`src/rtl/hazard_pkg.sv`:
```
// Shared encodings and constants for the pipeline hazard controller.
// The FSM state type is used by hazard_fpu_timer.
package hazard_pkg;

    typedef enum logic {
        ST_IDLE = 1'b0,
        ST_BUSY = 1'b1
    } state_t;

    localparam int FPU_OP_WIDTH_DEF = 6;
    localparam int FPU_MULTI_BIT    = FPU_OP_WIDTH_DEF - 1;
    localparam int ZERO_REG         = 0;

    // The top bit of the FPU opcode marks a multi-cycle operation.
    function automatic int fpu_multi_bit(input int op_width);
        return op_width - 1;
    endfunction

endpackage

```
`src/rtl/hazard_fpu_timer.sv`:
```
// FPU front-end hold timer: IDLE/BUSY FSM with a countdown. A start in IDLE
// stalls for FPU_LAT-1 cycles in total; busy is the decoded state register.
module hazard_fpu_timer
    import hazard_pkg::*;
#(
    parameter int FPU_LAT   = 4,
    parameter int CNT_WIDTH = 4
) (
    input  logic clk,
    input  logic rst,
    input  logic start,
    output logic hold,
    output logic busy
);

    state_t                 state;
    state_t                 state_nxt;
    logic [CNT_WIDTH-1:0]   cnt;
    logic [CNT_WIDTH-1:0]   cnt_nxt;

    always_ff @(posedge clk) begin
        if (rst) begin
            state <= ST_IDLE;
            cnt   <= '0;
        end else begin
            state <= state_nxt;
            cnt   <= cnt_nxt;
        end
    end

    // The op is only sampled in IDLE, so the instruction still sitting in EX
    // on the final BUSY cycle cannot retrigger the timer.
    always_comb begin
        state_nxt = state;
        cnt_nxt   = cnt;
        hold      = 1'b0;
        case (state)
            ST_IDLE: begin
                if (start && (FPU_LAT > 1)) begin
                    hold      = 1'b1;
                    state_nxt = ST_BUSY;
                    cnt_nxt   = CNT_WIDTH'(FPU_LAT - 2);
                end
            end
            ST_BUSY: begin
                if (cnt != '0) begin
                    hold    = 1'b1;
                    cnt_nxt = cnt - 1'b1;
                end else begin
                    state_nxt = ST_IDLE;
                end
            end
            default: state_nxt = ST_IDLE;
        endcase
    end

    assign busy = (state == ST_BUSY);

endmodule

```
`src/rtl/hazard_ctrl.sv`:
```
// Pipeline hazard controller: load-use bubbles, EX redirect flushes and
// multi-cycle FPU holds. Optional perf counters under HAZARD_PERF_EN.
module hazard_ctrl
    import hazard_pkg::*;
#(
    parameter int REGFILE_LEN  = 6,
    parameter int FPU_OP_WIDTH = 6,
    parameter int FPU_LAT      = 4,
    parameter int CNT_WIDTH    = 4
) (
    input  logic                    clk,
    input  logic                    rst,
    input  logic [REGFILE_LEN-1:0]  id_rs1,
    input  logic [REGFILE_LEN-1:0]  id_rs2,
    input  logic                    id_use_rs1,
    input  logic                    id_use_rs2,
    input  logic [REGFILE_LEN-1:0]  ex_rd,
    input  logic                    ex_reg_write,
    input  logic                    ex_mem_read,
    input  logic                    ex_alu_fpu,
    input  logic [FPU_OP_WIDTH-1:0] ex_fpu_op,
    input  logic                    ex_redirect,
    output logic                    pc_stall,
    output logic                    if_id_stall,
    output logic                    if_id_flush,
    output logic                    id_ex_stall,
    output logic                    id_ex_flush,
    output logic                    ex_mem_bubble,
`ifdef HAZARD_PERF_EN
    output logic [31:0]             perf_stall_cycles,
    output logic [31:0]             perf_flushes,
    output logic [31:0]             perf_load_use,
`endif
    output logic                    fpu_busy
);

    localparam int MULTI_BIT = fpu_multi_bit(FPU_OP_WIDTH);

    logic multi;
    logic load_use;
    logic fpu_hold;
    logic lu_bubble;
    logic unused_fpu_op;

    assign multi    = ex_alu_fpu & ex_fpu_op[MULTI_BIT];
    assign load_use = ex_mem_read & ex_reg_write
                    & (ex_rd != REGFILE_LEN'(ZERO_REG))
                    & ((id_use_rs1 & (id_rs1 == ex_rd))
                     | (id_use_rs2 & (id_rs2 == ex_rd)));
    assign unused_fpu_op = ^ex_fpu_op[MULTI_BIT-1:0];

    hazard_fpu_timer #(
        .FPU_LAT   (FPU_LAT),
        .CNT_WIDTH (CNT_WIDTH)
    ) u_fpu_timer (
        .clk   (clk),
        .rst   (rst),
        .start (multi & ~ex_redirect & ~rst),
        .hold  (fpu_hold),
        .busy  (fpu_busy)
    );

    // Priority: rst > redirect > FPU hold > load-use. Load-use waits while
    // BUSY because the front end is frozen and re-evaluates on exit.
    always_comb begin
        pc_stall      = 1'b0;
        if_id_stall   = 1'b0;
        if_id_flush   = 1'b0;
        id_ex_stall   = 1'b0;
        id_ex_flush   = 1'b0;
        ex_mem_bubble = 1'b0;
        lu_bubble     = 1'b0;
        if (rst) begin
            lu_bubble = 1'b0;
        end else if (ex_redirect) begin
            if_id_flush = 1'b1;
            id_ex_flush = 1'b1;
        end else if (fpu_hold) begin
            pc_stall      = 1'b1;
            if_id_stall   = 1'b1;
            id_ex_stall   = 1'b1;
            ex_mem_bubble = 1'b1;
        end else if (load_use && !fpu_busy) begin
            pc_stall    = 1'b1;
            if_id_stall = 1'b1;
            id_ex_flush = 1'b1;
            lu_bubble   = 1'b1;
        end
    end

`ifdef HAZARD_PERF_EN
    always_ff @(posedge clk) begin
        if (rst) begin
            perf_stall_cycles <= '0;
            perf_flushes      <= '0;
            perf_load_use     <= '0;
        end else begin
            if (pc_stall && (perf_stall_cycles != '1))
                perf_stall_cycles <= perf_stall_cycles + 1'b1;
            if (if_id_flush && (perf_flushes != '1))
                perf_flushes <= perf_flushes + 1'b1;
            if (lu_bubble && (perf_load_use != '1))
                perf_load_use <= perf_load_use + 1'b1;
        end
    end
`endif

endmodule

```
`config.mk`:
```
export PLATFORM = sky130hd
export DESIGN_NAME = hazard_ctrl
export DESIGN_NICKNAME = d
export VERILOG_FILES = /design/src/rtl/hazard_pkg.sv /design/src/rtl/hazard_fpu_timer.sv /design/src/rtl/hazard_ctrl.sv
export SDC_FILE = /design/constraint.sdc
export NUM_CORES = 1
export LEC_CHECK = 0
export BUFFER_PORTS_ARGS = -buffer_cell sky130_fd_sc_hd__clkbuf_2
export CORE_MARGIN = 5
export CORE_UTILIZATION = 37
export DETAILED_ROUTE_END_ITERATION = 8
export PLACE_DENSITY = 0.86
export SLEW_MARGIN = 25
export SYNTH_ARGS = -nofsm -noshare
export SYNTH_HDL_FRONTEND = slang
export SYNTH_SLANG_ARGS = --single-unit
```
`constraint.sdc`:
```
create_clock -name clk -period 2.3 [get_ports clk]
set_input_delay 0.46 -clock clk [delete_from_list [all_inputs] [get_ports clk]]
set_output_delay 0.46 -clock clk [all_outputs]
set_load 0.1 [all_outputs]
```
==> results.cfg <==
[sta]
slew_headroom = 0.6390
fin_skew_ns = 0.008851
fmax_mhz = 422.2
maxSlewViolCount = 0
timing.final.ws_setup_ns = -0.06845
finalHoldViolCount = 0
tightest_slew_ns = 0.5438
rsz0062_at_grt = true
setup_viol = 3
whs_ns = 0.5081
period_minus_slack_ns = 2.368
post-route-period-util = 1.030

[finish]
fin_cells = 116
syn_to_final_growth_pct = 80.20
fill_cells = 96
register_area_um2 = 108.9
drive_gt1_frac = 0.6040
final_nets = 136
diodes = 0
multi_input_area_um2 = 424.2

[die]
initial_utilization = 0.3885
die_area_um2 = 2184
die_h_um = 46.73
fp.dieW_um = 46.73
rows = 13
core_um2 = 1285
io_pins = 39

[routing]
antenna_left = 0
drt-vias-per-instance = 5.103
via_count = 592
drt_iter0_drc = 6
drc = 0
wl_per_cell_um = 13.40
first_pass_iters = 4
totalWireLength_um = 1554

[yosys]
synth_ff_type = dfxtp_1
synth_edf_count = 0
syn_area_per_cell_um2 = 8.607
async_flop_share = 0
synthCells = 58
synth_area_um2 = 499.2
seq_area_frac_synth = 0.2005
synth_cell_type_count = 26
synth.largest_area_cell = xnor2_1
ys_seq_elements = 5
ys_top_cells_by_area = xnor2_1 21%, dfxtp_1 20%, ha_1 5.0%
synth_top_area_share = 0.2105
synth_nets = 92
synth_warnings = 0

[setup_path]
r2r_cells = 7
crit_slowest_cell = or3b_4
cp_num_buf_inv = 2
cp-start-kind = flip-flop
rr_endpoint = u_fpu_timer.cnt[3]
critPathMaxStageDelay_ns = 0.38
crit_path_end_kind = primary output
crit_chain = inv_2 > ha_4 > or3b_4 > a22oi_4 > nand3b_1 > o21bai_4 > buf_12
cp-startpoint = u_fpu_timer.cnt[1]
crit_type = reg2out
path_max_fanout = 3
r2r_start = u_fpu_timer.cnt[1]
required_ns = 1.84
cp_top_family = simple AND/OR/NAND/NOR gates
arrival_ns = 1.91
r2r_setup_slack_ns = 0.70

[clock_network]
clkLatencyLatePin_ns = 0.25
ctsHoldBuffers = 0
cts-root-buf = clkbuf_4
numCtsBuffers = 3
clk_pin_slew_worst_paths_ns = 0.05
cts_max_level = 1
cts.path.max_buffers = 2
cts_tree = yes
cts_sinks = 5

[global_route]
antenna_found_initial = 0
grt_max_degree = 10
grt_use_total = 0.1540
grt_pass1_wl_um = 2311
grt_pass1_vias = 554
grt_overflow = 0

[outcome]
status = finished, violations left
violations = setup timing

[pwr]
vdd_ir_drop_max_v = 0.0002269
p_total_mw = 0.3073
leakage_nw = 0.3985
powerDensity_nw_per_um2 = 341.6

[min_path]
whs_endpoint = u_fpu_timer.cnt[3]
whs_path_depth = 2
hp-class = reg2reg
min_from = u_fpu_timer.cnt[3]

[place]
place_inst = 106
pre_cts_ws_ns = 0.1173
io_buffer_count = 33
gp_congestion = 0.7192
place_hpwl_um = 1236

[job]
drv_cap = 0
==> through the flow <==
step / TNS [ns] / cell area (um2) / utilization
floorplan: -1.749 / 570.5 / -
global placement: 0 / 804.5 / 0.6261
detailed placement: 0 / 804.5 / 0.6261
CTS: -0.07046 / 888.4 / 0.6913
global route: -0.2906 / 899.6 / 0.7001
finish: -0.1354 / 899.6 / 0.7001
==> worst register-to-register path, stage by stage, from the launching register on <==
cell     delay [ns]
dfxtp_2        0.33
inv_2          0.08
ha_4           0.11
or3b_4         0.38
a22oi_4        0.26
buf_4          0.18
o21ai_1        0.07
a21oi_1        0.12
==> registers in the layout, indices dropped and copies added (netlist names) <==
| signal | flops |
|---|---|
| u_fpu_timer.busy | 1 |
| u_fpu_timer.cnt | 4 |
==> power by group <==
part	leakage (nW)	internal (mW)	total (mW)	switching, mW
registers	0.0424	0.0862	0.0881	0.00189
clock network	0.0150	0.0658	0.105	0.0394
logic	0.341	0.0538	0.114	0.0602
==> layout by cell type, fill, tap and decap left out, types with 2 or more instances in the layout <==
master    instances
clkbuf_2         28
xnor2_1          12
buf_4             8
buf_12            5
nor2_1            4
nand2_1           3
clkbuf_4          3
nand3_1           2
nand4_1           2
nor4_1            2
a211oi_1          2
nand3b_1          2
o21bai_4          2
o21ai_1           2
a21oi_1           2
dfxtp_4           2
dfxtp_1           2
==> cells in the mapped netlist, types with 2 or more instances <==
cell type / number
nand3_1: 2
nand2_1: 3
dfxtp_1: 5
buf_4: 2
nor4_1: 2
a211oi_1: 2
nor2b_1: 2
o21ai_1: 2
a21oi_1: 2
inv_1: 2
o21bai_1: 2
ha_1: 2
nand3b_1: 2
xnor2_1: 12
nand4_1: 2
nor2_1: 4
==> kinds of logic after synthesis <==
family / count (synthesis) / share of synthesized area
simple gates: 22 / 0.2807
flops: 5 / 0.2005
fa+ha+maj: 2 / 0.05012
mux: 1 / 0.02005
xor+xnor: 12 / 0.2105
buf+inv: 5 / 0.05513
compound gates: 11 / 0.1829
==> worst max-delay path by stage <==
| stage | to | cells past startpoint |
|---|---|---|
| finish | id_ex_flush | 7 |
| global route | id_ex_flush | 7 |
| CTS | id_ex_flush | 7 |
| detailed placement | id_ex_flush | 7 |
| global placement | id_ex_flush | 7 |
| floorplan | pc_stall | 6 |
==> cell type report <==
type                            count  area share
Multi-Input combinational cell     48      0.4715
Timing Repair Buffer               42      0.3463
Sequential cell                     5      0.1210
Clock buffer                        4     0.02921
Tap cell                           15     0.02086
Inverter                            2     0.01113
==> metal layers <==
layer / wire [um] / vias to the layer above / part of all wire / GRT usage
met4: 17 / 0 / 0.011 / 0.08287
met5: 0 / - / 0 / 0
met2: 788 / 28 / 0.51 / 0.2720
met3: 196 / 2 / 0.13 / 0.04215
met1: 551 / 270 / 0.35 / 0.1663
li1: - / 292 / - / -
==> timing repair <==
item | in CTS | in global routing
pin swaps | 3 | 3
setup endpoints to repair | 5 | 5
resized for setup | 8 | 1
buffers inserted | 5 | 1
(Power assumes the default switching activity.)
